**src/rtl/reg_bank_write_arbiter_pkg.sv**
```systemverilog
// reg_bank_write_arbiter_pkg: shared FSM encoding and packed-slice helper
package reg_bank_write_arbiter_pkg;
    typedef enum logic [1:0] {IDLE = 2'd0, WRITE = 2'd1, CLEAR = 2'd2} state_t;
    function automatic int slice_lo(input int k, input int w);
        return k * w;
    endfunction
endpackage

```
**src/rtl/reg_bank_write_arbiter_rr_arbiter.sv**
```systemverilog
// rr_arbiter: combinational round-robin picker starting at ptr
module rr_arbiter #(
    parameter int N     = 4,
    parameter int IDX_W = $clog2(N)
) (
    input  logic [N-1:0]     req,
    input  logic [IDX_W-1:0] ptr,
    output logic [N-1:0]     gnt,
    output logic [IDX_W-1:0] idx,
    output logic             any
);
    always_comb begin : pick
        logic [IDX_W-1:0] j;
        j   = '0;
        gnt = '0;
        idx = '0;
        any = 1'b0;
        for (int i = 0; i < N; i++) begin
            j = IDX_W'((int'(ptr) + i) % N);
            if (!any && req[j]) begin
                any    = 1'b1;
                gnt[j] = 1'b1;
                idx    = j;
            end
        end
    end
endmodule

```
**src/rtl/reg_bank_write_arbiter.sv**
```systemverilog
// reg_bank_write_arbiter: round-robin write sequencer driving a register bank
module reg_bank_write_arbiter
    import reg_bank_write_arbiter_pkg::*;
#(
    parameter int N_REQ  = 4,
    parameter int ADDR_W = 4,
    parameter int N_REG  = 16,
    parameter int DATA_W = 21
) (
    input  logic                      clk_i,
    input  logic                      rst_i,
    input  logic                      cke_i,
    input  logic [N_REQ-1:0]          req_valid_i,
    input  logic [N_REQ*ADDR_W-1:0]   req_addr_i,
    input  logic [N_REQ*DATA_W-1:0]   req_data_i,
    output logic [N_REQ-1:0]          req_ready_o,
    input  logic                      clr_i,
    output logic [N_REG-1:0]          reg_en_o,
    output logic [DATA_W-1:0]         reg_data_o,
    output logic                      reg_rst_o,
    output logic                      err_o,
    output logic [$clog2(N_REQ)-1:0]  grant_id_o
);
    localparam int IDX_W = $clog2(N_REQ);
    state_t             state, state_nx;
    logic [IDX_W-1:0]   ptr, win_idx;
    logic [N_REQ-1:0]   win_gnt;
    logic               win_any, accept, in_range;
    logic [ADDR_W-1:0]  addr_q;
    logic [DATA_W-1:0]  data_q;

    rr_arbiter #(.N(N_REQ)) u_rr (
        .req(req_valid_i),
        .ptr(ptr),
        .gnt(win_gnt),
        .idx(win_idx),
        .any(win_any)
    );

    assign req_ready_o = (cke_i && !clr_i && !rst_i && win_any) ? win_gnt : '0;
    assign accept      = |req_ready_o;

    always_ff @(posedge clk_i) begin
        if (rst_i) begin
            state      <= IDLE;
            ptr        <= '0;
            grant_id_o <= '0;
            addr_q     <= '0;
            data_q     <= '0;
        end else if (cke_i) begin
            state <= state_nx;
            if (accept) begin
                ptr        <= (win_idx == IDX_W'(N_REQ - 1)) ? '0 : win_idx + IDX_W'(1);
                grant_id_o <= win_idx;
                addr_q     <= req_addr_i[slice_lo(int'(win_idx), ADDR_W) +: ADDR_W];
                data_q     <= req_data_i[slice_lo(int'(win_idx), DATA_W) +: DATA_W];
            end
        end
    end

    always_comb state_nx = clr_i ? CLEAR : accept ? WRITE : IDLE;

    always_comb begin
        in_range   = int'(addr_q) < N_REG;
        reg_en_o   = (state == WRITE && in_range) ? (N_REG'(1) << addr_q) : '0;
        err_o      = state == WRITE && !in_range;
        reg_rst_o  = state == CLEAR;
        reg_data_o = data_q;
    end
endmodule
```
**config.mk**
```make
export PLATFORM = sky130hd
export DESIGN_NAME = reg_bank_write_arbiter
export DESIGN_NICKNAME = d
export VERILOG_FILES = /design/src/rtl/reg_bank_write_arbiter_pkg.sv /design/src/rtl/reg_bank_write_arbiter_rr_arbiter.sv /design/src/rtl/reg_bank_write_arbiter.sv
export SDC_FILE = /design/constraint.sdc
export NUM_CORES = 1
export LEC_CHECK = 0
export ABC_AREA = 1
export BUFFER_PORTS_ARGS = -buffer_cell sky130_fd_sc_hd__buf_2
export CORE_MARGIN = 10
export CORE_UTILIZATION = 49
export DETAILED_ROUTE_END_ITERATION = 8
export GPL_TIMING_DRIVEN = 0
export HOLD_SLACK_MARGIN = 0.1
export PLACE_DENSITY_LB_ADDON = 0.1
export SYNTH_ARGS = -nofsm -noshare
export SYNTH_HDL_FRONTEND = slang
export SYNTH_SLANG_ARGS = --single-unit
```
**constraint.sdc**
```tcl
create_clock -name clk_i -period 3.85 [get_ports clk_i]
set_input_delay 0.1925 -clock clk_i [delete_from_list [all_inputs] [get_ports clk_i]]
set_output_delay 0.1925 -clock clk_i [all_outputs]
set_load 0.03 [all_outputs]
```
==> results, run 1 <==
- The I/O pin count is 153.
- The fraction of power consumed by the clock network is between 10% and 20%.
- The worst-case clock skew is 6.03 ps.
- Port buffering added 151 buffers.
- The cell sitting at the root of the clock tree is a clkbuf_8.
- The number of maximum-capacitance violations is 0.
- The total CTS buffers is 5.
- The relative contribution of combinational cells to total power is between 60% and 70%.
- Once the clock tree was built, the setup fixing pass inserted 0 buffers.
- The final critical path takes up about 77% of the cycle.
- The area of the placeable core is between 5000 and 6000 µm².
- The power per cell area is around 640 nW/µm².
- The arrival time at the worst endpoint is about 3100 ps.
- Ranked by instance count, the synthesized netlist is headed by 128 x nand2_1, 96 x nand3_1, 63 x nor2_1.
- The clock passes through at most 2 buffers.
- For this run, the post-layout net count is ~750.
- Of all cell types, the one taking the most synthesized area is dfxtp_1.
- For the worst flop-to-flop path, the logic depth is 14.
- Clock-pin slew was measured on the worst setup and hold paths at around 70 ps.
- The final route contains approximately 3700 vias.
- The post-route netlist has a little under a third of its cells at a drive strength greater than 1.
- TritonCTS built the clock tree.
- The average instance in the mapped netlist occupies slightly below 6 µm².
- Setup slack closes at between 800 and 900 ps.
- The final count of pins violating max slew is 0.
- The congestion estimate from routability-driven global placement came to around 0.83.
- The switching part of the total power is about 52%.
- The endpoint required time on the critical path is roughly 4000 ps.
- The cell with the most instances after synthesis is nand2_1.
- The worst setup path is captured at a flip-flop.
- The setup slack on the worst flop-to-flop path is 880 ps.
- Compared with the post-synthesis result, the final layout area differs by 35.1%.
- The number of antenna cells inserted is 0.
- The post-CTS resize count is 0.
- The count of different cell masters after synthesis is 29.
- The number of nets in the synthesized netlist is slightly below 600.
- The via count of the first global-routing pass was about 3600.
- The flow ran to the end, and the final reports show no timing, DRC or antenna violations.
- The post-detailed-routing wire length is 10.2 mm.
- The post-DP HPWL is ~8.0 mm.
- The cell count after placement is around 700.
- The worst hold path begins at cke_i.
- The number of storage elements in the synthesis netlist is 31.
- In this run the worst path has a maximum fanout of 11.
- For this design, the CTS-stage hold fixing added 0 buffers.
- The total standard cell area after synthesis is around 2700 µm².
- Summing internal, switching and leakage power gives 2.36 mW.
- The internal power is 1.13 mW.
- The clock insertion delay at the later pin of the skew report is 280 ps.
- After floorplanning, the core was divided into 27 placement rows.
- The most used flip-flop cell after synthesis is dfxtp_1.
- The count of H-tree levels built during CTS is 2.
- The maximum number of pins on one net before global-route repair is 12.
- In the routed design, unresolved DRC markers number 0.
- The class of the tightest hold or removal check is input port to flip-flop.
- The largest vdd supply drop is ~360 µV.
- The remaining global-route overflow is 0.
- By area the synthesized netlist is led by dfxtp_1 23%, nand3_1 18%, nand2_1 18%.
- Once layout is complete, the cells apart from fillers number roughly 710.
- The fraction of synthesized cell area taken by the top area cell type is 22.6%.
- For this run, the detailed router's first-pass iteration total came to 7.
- The highest achievable clock rate is 337 MHz.
- The share of total power in sequential cells is approximately a fifth.
- For the finished layout, the period the worst path requires is about 3000 ps.
- The floorplan die height is ~95 µm.
- The type of origin of the critical path is a flip-flop.
- The worst min-delay path endpoint is state[0]$_SDFFE_PP0P_.
- Synthesis produced 475 cells.
- The switching component of the power is approximately 1.2 mW.
- After the first detailed-routing iteration, the DRC count stood at approximately 290.
- The initial antenna violation count is 0.
- In the global route stage, overall resource usage came out at a little over a fifth.
- The die covers around 9000 µm².
- At the placement stage, the worst setup path has a slack of between 900 and 1000 ps.
- The via-per-instance ratio is roughly 5.2.
- The first global-routing pass estimated 16.0 mm of wire.
- After detailed routing, the average wire length per cell comes to 14.5 µm.
- The number of synthesized flops with an enable pin is 0.
- In this run the static leakage power is between 2 and 2.5 nW.
- The die is around 95 µm wide.
- The count of warnings emitted by yosys is 0.
- The count of endpoints failing hold in the final timing report was 0.
- In the synthesized netlist the async set-or-reset flop fraction comes to 0%.
- The final setup violation count is 0.
- The share of the Yosys chip area taken by registers is approximately 23%.
- For this configuration, the core starts out at a cell density of about 50%.
- The cell count of the worst hold path is 2.
- The setup TNS is 0 ps.
- Setup repair after global routing left no endpoint under its margin.
- The startpoint-to-endpoint class of the critical path is flip-flop to flip-flop.
- The detail route stage leaves a number of antenna-violating nets equal to 0.
- CTS saw 31 sinks.
==> worst max-delay path by stage <==
stage	slack, ps	startpoint	end	cells past startpoint
after floorplan	1510	flip-flop	reg_data_o[1]$_SDFFE_PP0P_	15
after global placement	1050	flip-flop	flip-flop	14
after detailed placement	960	flip-flop	flip-flop	14
after CTS	960	flip-flop	flip-flop	14
after global routing	560	flip-flop	flip-flop	14
final	880	flip-flop	flip-flop	14
==> cell type report <==
type / count / area [µm²]
sequential: 31 / 621
multi-input combinational: 380 / 1830
tap: 72 / 90.1
clock buffer: 6 / 82.6
buffer: 29 / 166
fill: 534 / 1770
timing repair buffer: 151 / 756
inverter: 35 / 131
clock inverter: 2 / 35.0
==> cells by family (layout without fill, tap and decap cells) <==
logic type	after synthesis	after routing	synth area share (%)
and+or+nand+nor	314	314	51.5
buffers and inverters	64	223	10.9
AOI/OAI and AO/OA	57	57	11.4
DFF	31	31	22.6
adders and majority gates	7	7	3.19
other	1	1	0.137
xor gates and xnor gates	1	1	0.319
==> per-stage QoR <==
stage                     instance area, µm²  hold slack, ps  util (%)
after CTS                               3710             108      67.7
after floorplan                         2740             262         -
after detailed placement                3590             403      65.6
after global routing                    3710             118      67.7
final                                   3710             114      67.7
after global placement                  3590             405      65.6
==> power groups by stage <==
| stage | clock network [mW] | registers (mW) | logic, mW |
|---|---|---|---|
| 2_1_floorplan | 0 | 0.529 | 1.07 |
| 3_3_place_gp | 0 | 0.440 | 1.54 |
| 3_5_place_dp | 0 | 0.442 | 1.57 |
| 4_1_cts | 0.331 | 0.436 | 1.58 |
| 5_1_grt | 0.344 | 0.445 | 1.78 |
| 6_report | 0.326 | 0.437 | 1.59 |
==> per-layer routing <==
metal	global-route usage (%)	vias up	share of wire (%)	routed length, µm
met4	4.11	0	1.1	113
met5	0	-	0	0
met2	37.5	174	48	4950
li1	-	1860	-	-
met1	25.3	1654	41	4140
met3	6.34	10	9.9	1010
==> state kept, by name (all words and copies together), names as in the netlist, named ones only <==
register    flops
reg_data_o     21
addr_q          4
grant_id_o      2
state           2
ptr             1
==> cells in the final DEF, fill, tap and decap left out, types with 2 or more instances in the layout <==
cell	synthesis	layout
a21boi_0	4	4
a21oi_1	18	18
buf_1	2	2
buf_2	7	158
buf_4	7	7
buf_6	3	3
clkbuf_1	10	10
clkbuf_8	0	6
dfxtp_1	31	31
ha_1	7	7
inv_1	30	30
inv_2	5	5
nand2_1	128	128
nand2_2	7	7
nand2_4	2	2
nand3_1	96	96
nand3_2	2	2
nand3b_1	9	9
nand4_1	4	4
nor2_1	63	63
o21ai_0	30	30
o21ai_1	2	2
==> critical path, cell delays in order (launching register included) <==
cell	delay (ps)
dfxtp_1	590
inv_2	200
ha_1	380
inv_1	120
nand3_1	100
nand2_1	90
nor2_1	270
a21oi_1	110
nand3_1	130
o21ai_0	90
nand2_1	130
clkbuf_1	390
nand3_1	120
nand2_1	80
nor2_1	40
Power figures use the tool's default switching activity.
==> run 2, diff against run 1 <==
--- a/config.mk
+++ b/config.mk
@@ -8,7 +8,7 @@
 export ABC_AREA = 1
 export BUFFER_PORTS_ARGS = -buffer_cell sky130_fd_sc_hd__buf_2
 export CORE_MARGIN = 10
-export CORE_UTILIZATION = 49
+export CORE_UTILIZATION = 41
 export DETAILED_ROUTE_END_ITERATION = 8
 export GPL_TIMING_DRIVEN = 0
 export HOLD_SLACK_MARGIN = 0.1
==> constraint.sdc (replaced) <==
create_clock -name clk_i -period 2.58 [get_ports clk_i]
set_input_delay 0.129 -clock clk_i [delete_from_list [all_inputs] [get_ports clk_i]]
set_output_delay 0.129 -clock clk_i [all_outputs]
set_load 0.03 [all_outputs]
==> run 2 against run 1 <==
Against the previous run:
- worst setup slack worse by 680 ps
- design area up 2.4%
- clock skew down 3.0 ps
- routed wire length up 1.3%
- utilization down 8.6 points
- register-to-register slack worse by 680 ps
- largest power group unchanged
==> results, run 2 (synthesis results as in run 1) <==
- The maximum number of pins on one net before global-route repair came to 12 (unchanged).
- The post-detailed-routing wire length came to 10.3 mm (was 10.2 mm).
- Highest-count cells in the layout ignoring fill and taps: 160 x buf_2, 128 x nand2_1, 96 x nand3_1 (was 158 x buf_2, 128 x nand2_1, 96 x nand3_1).
- The final layout net count is 752 (was 748).
- The cell repeated most along the worst path is inv_2.
- The floorplan die height is 102 µm (was 94.8 µm).
- The clock-pin slew on the worst setup and hold paths is 70 ps (about the same).
- The via count of the first global-routing pass is 3624 (was 3590).
- In this run the critical register-to-register path is captured at reg_data_o[4]$_SDFFE_PP0P_.
- The detailed-route wire length per cell was 14.5 µm (about the same).
- The clock insertion delay at the later pin of the skew report is 280 ps (about the same).
- The cell leakage power is 2.16 nW (was 2.11 nW).
- The count of endpoints failing hold in the final timing report came to 0 (unchanged).
- The highest achievable clock rate is 420 MHz (was 337 MHz).
- The arrival time at the worst endpoint is 2550 ps (was 3140 ps).
- The maximum cell stage delay along the critical path is 410 ps (was 590 ps).
- The maximum number of buffers from clock root to sink came to 2 (unchanged).
- The largest vdd supply drop came to 471 µV (was 358 µV).
- The share of final-layout standard cells stronger than drive strength 1 is 33.1% (was 30.9%).
- The worst-case clock skew is 3.05 ps (was 6.03 ps).
- The number of maximum-capacitance violations came to 0 (unchanged).
- The number of I/O port buffers is 151 (unchanged).
- The most frequent standard cell in the layout excluding fill and tap cells is buf_2 (unchanged).
- The total DRC errors in the routed layout is 0 (unchanged).
- The number of sinks driven by the clock tree is 31 (unchanged).
- The final hold slack was 154 ps (was 114 ps).
- The cell count of the worst hold path came to 3 (was 2).
- The CTS tree is done (unchanged).
- The area of the placeable core is 6420 µm² (was 5470 µm²).
- The final setup violation count is 0 (unchanged).
- The overall routing resource usage is 19.3% (was 21.4%).
- The initial antenna violation count is 0 (unchanged).
- The worst min-delay path endpoint is state[1]$_SDFFE_PP0P_ (was state[0]$_SDFFE_PP0P_).
- The CTS root buffer is clkbuf_8 (unchanged).
- Run status: finished, final reports clean (unchanged).
- Critical-path cell list: inv_2 -> ha_4 -> inv_2 -> nand2_1 -> nand2_2 -> nor2_8 -> nand2_1 -> o21ai_1 -> a21oi_4 -> inv_2 -> buf_4 -> nand3_1 -> a21oi_1 -> nor2_1 (was inv_2 -> ha_1 -> inv_1 -> nand3_1 -> nand2_1 -> nor2_1 -> a21oi_1 -> nand3_1 -> o21ai_0 -> nand2_1 -> clkbuf_1 -> nand3_1 -> nand2_1 -> nor2_1).
- The endpoint required time on the critical path is 2750 ps (was 4020 ps).
- The die area was 10400 µm² (was 8990 µm²).
- The worst register-to-register path begins at ptr[1]$_SDFFE_PP0P_.
- The worst setup slack before clock tree synthesis is -307 ps (was 962 ps).
- The post-layout instance area is 3800 µm² (was 3710 µm²).
- The library cell contributing the largest single delay on the critical path is dfxtp_4 (was dfxtp_1).
- The via-per-instance ratio is 5.06 (was 5.24).
- The final critical-path required period is 2380 ps (was 2970 ps).
- The remaining global-route overflow came to 0 (unchanged).
- The number of antenna cells inserted is 0 (unchanged).
- The count of H-tree levels built during CTS is 2 (unchanged).
- The number of optimization iterations in the first detailed-route pass is 4 (was 7).
- The part of the cycle the worst path needs is 92.2% (was 77.1%).
- The I/O pin count is 153 (unchanged).
- The type of destination of the critical path is a flip-flop (unchanged).
- The count of routing violations after the opening detailed-route iteration is 160 (was 289).
- The remaining antenna violation count was 0 (unchanged).
- The area growth from synthesis to layout is 38.3% (was 35.1%).
- The class of the tightest hold or removal check is input port to flip-flop (unchanged).
- The total CTS buffers was 5 (unchanged).
- The via count was 3615 (was 3698).
- The flip-flop count of the largest register, all copies and words added is 21 (unchanged).
- The maximum fanout encountered on the critical timing path came to 10 (was 11).
- The startpoint-to-endpoint class of the critical path was flip-flop to flip-flop (unchanged).
- The global-route wire length before repair came to 16.6 mm (was 16.0 mm).
- The power per cell area came to 938 nW/µm² (was 636 nW/µm²).
- The weighted congestion reported at the end of routability-driven placement came to 0.848 (was 0.829).
- The area after detailed placement is 3600 µm² (was 3590 µm²).
- The setup slack on the worst flop-to-flop path is 200 ps (was 880 ps).
- The count of standard-cell rows is 29 (was 27).
- The effective utilization at floorplan is 42.7% (was 50.1%).
- The worst setup margin is 201 ps (was 881 ps).
- The final count of pins violating max slew is 0 (unchanged).
- The type of origin of the critical path is a flip-flop (unchanged).
- The startpoint of the worst hold path is clr_i (was cke_i).
- Setup repair after global routing missed its margin: false (unchanged).
- The worst reg-to-reg path cell count is 14 (unchanged).
- The width of the die is 102 µm (was 94.8 µm).
- The post-DP HPWL is 8.27 mm (was 8.03 mm).
[run 2: changes by cell type in the layout (fill, tap and decap cells not counted), moves of 2 or more]
| cell | previous run | this run |
|---|---|---|
| o21ai_1 | 2 | 8 |
| dfxtp_4 | 0 | 2 |
| dlygate4sd3_1 | 0 | 2 |
| buf_2 | 158 | 160 |
| nor2_1 | 63 | 61 |
| dfxtp_1 | 31 | 29 |
| clkbuf_1 | 10 | 3 |
| clkbuf_2 | 0 | 4 |
| nor2_2 | 0 | 2 |
| o21ai_0 | 30 | 24 |
[run 2: layer usage]
metal	share of wire (%)	routed length, µm	GRT usage [%]
met5	0	0	0
met4	0.77	80	3.63
met3	7.6	791	5.72
met2	49	5100	34.1
met1	42	4370	22.5
[run 2: final cells by class]
class	instances	area, µm²
plain buffers	29	181
clock buffers	6	82.6
clock inverters	2	35.0
fillers	677	2630
inverters	35	134
multi-input cells	380	1850
flip-flops and latches	31	628
well taps	77	96.3
repair buffers	155	791
[run 2: what timing repair did]
| action | CTS | global route |
|---|---|---|
| setup endpoints to repair | 34 | 34 |
| hold endpoints to repair | 2 | 0 |
| cloned | 0 | 0 |
| resized for setup | 9 | 24 |
| setup buffers | 0 | 2 |
| pin swaps | 0 | 0 |
| hold buffers | 2 | 0 |
[run 2: worst max-delay path by stage]
stage	slack, ps	startpoint	cells after the start	end
2_1_floorplan	240	flip-flop	15	reg_data_o[1]$_SDFFE_PP0P_
3_3_place_gp	-250	flip-flop	14	flip-flop
3_5_place_dp	-310	flip-flop	14	flip-flop
4_1_cts	9	flip-flop	16	addr_q[1]$_SDFFE_PP0P_
5_1_grt	9	ptr[1]$_SDFFE_PP0P_	16	addr_q[1]$_SDFFE_PP0P_
6_report	200	ptr[1]$_SDFFE_PP0P_	14	reg_data_o[4]$_SDFFE_PP0P_
[run 2: power breakdown]
part           total (mW)  internal, mW  switching, mW
Combinational        2.41         0.830           1.58
Sequential          0.653         0.581         0.0716
Clock               0.493         0.312          0.180
[run 2: stage by stage]
step / util (%) / instances / power (mW) / TNS, ps
finish: 59.1 / 715 / 3.56 / 0
global route: 59.1 / 715 / 3.89 / 0
CTS: 58.4 / 713 / 3.52 / 0
detailed placement: 56.0 / 703 / 3.01 / -7320
global placement: 56.0 / 703 / 2.98 / -5610
floorplan: - / 475 / 2.39 / 0
[run 2: worst max-delay path, delay by kind of cell (launching register included)]
family	cells	cell delay [ps]
buffers and inverters	4	520
AND/OR/NAND/NOR	6	550
AO/OA/AOI/OAI	3	480
adder cells (fa/ha/maj)	1	300
flip-flops	1	410
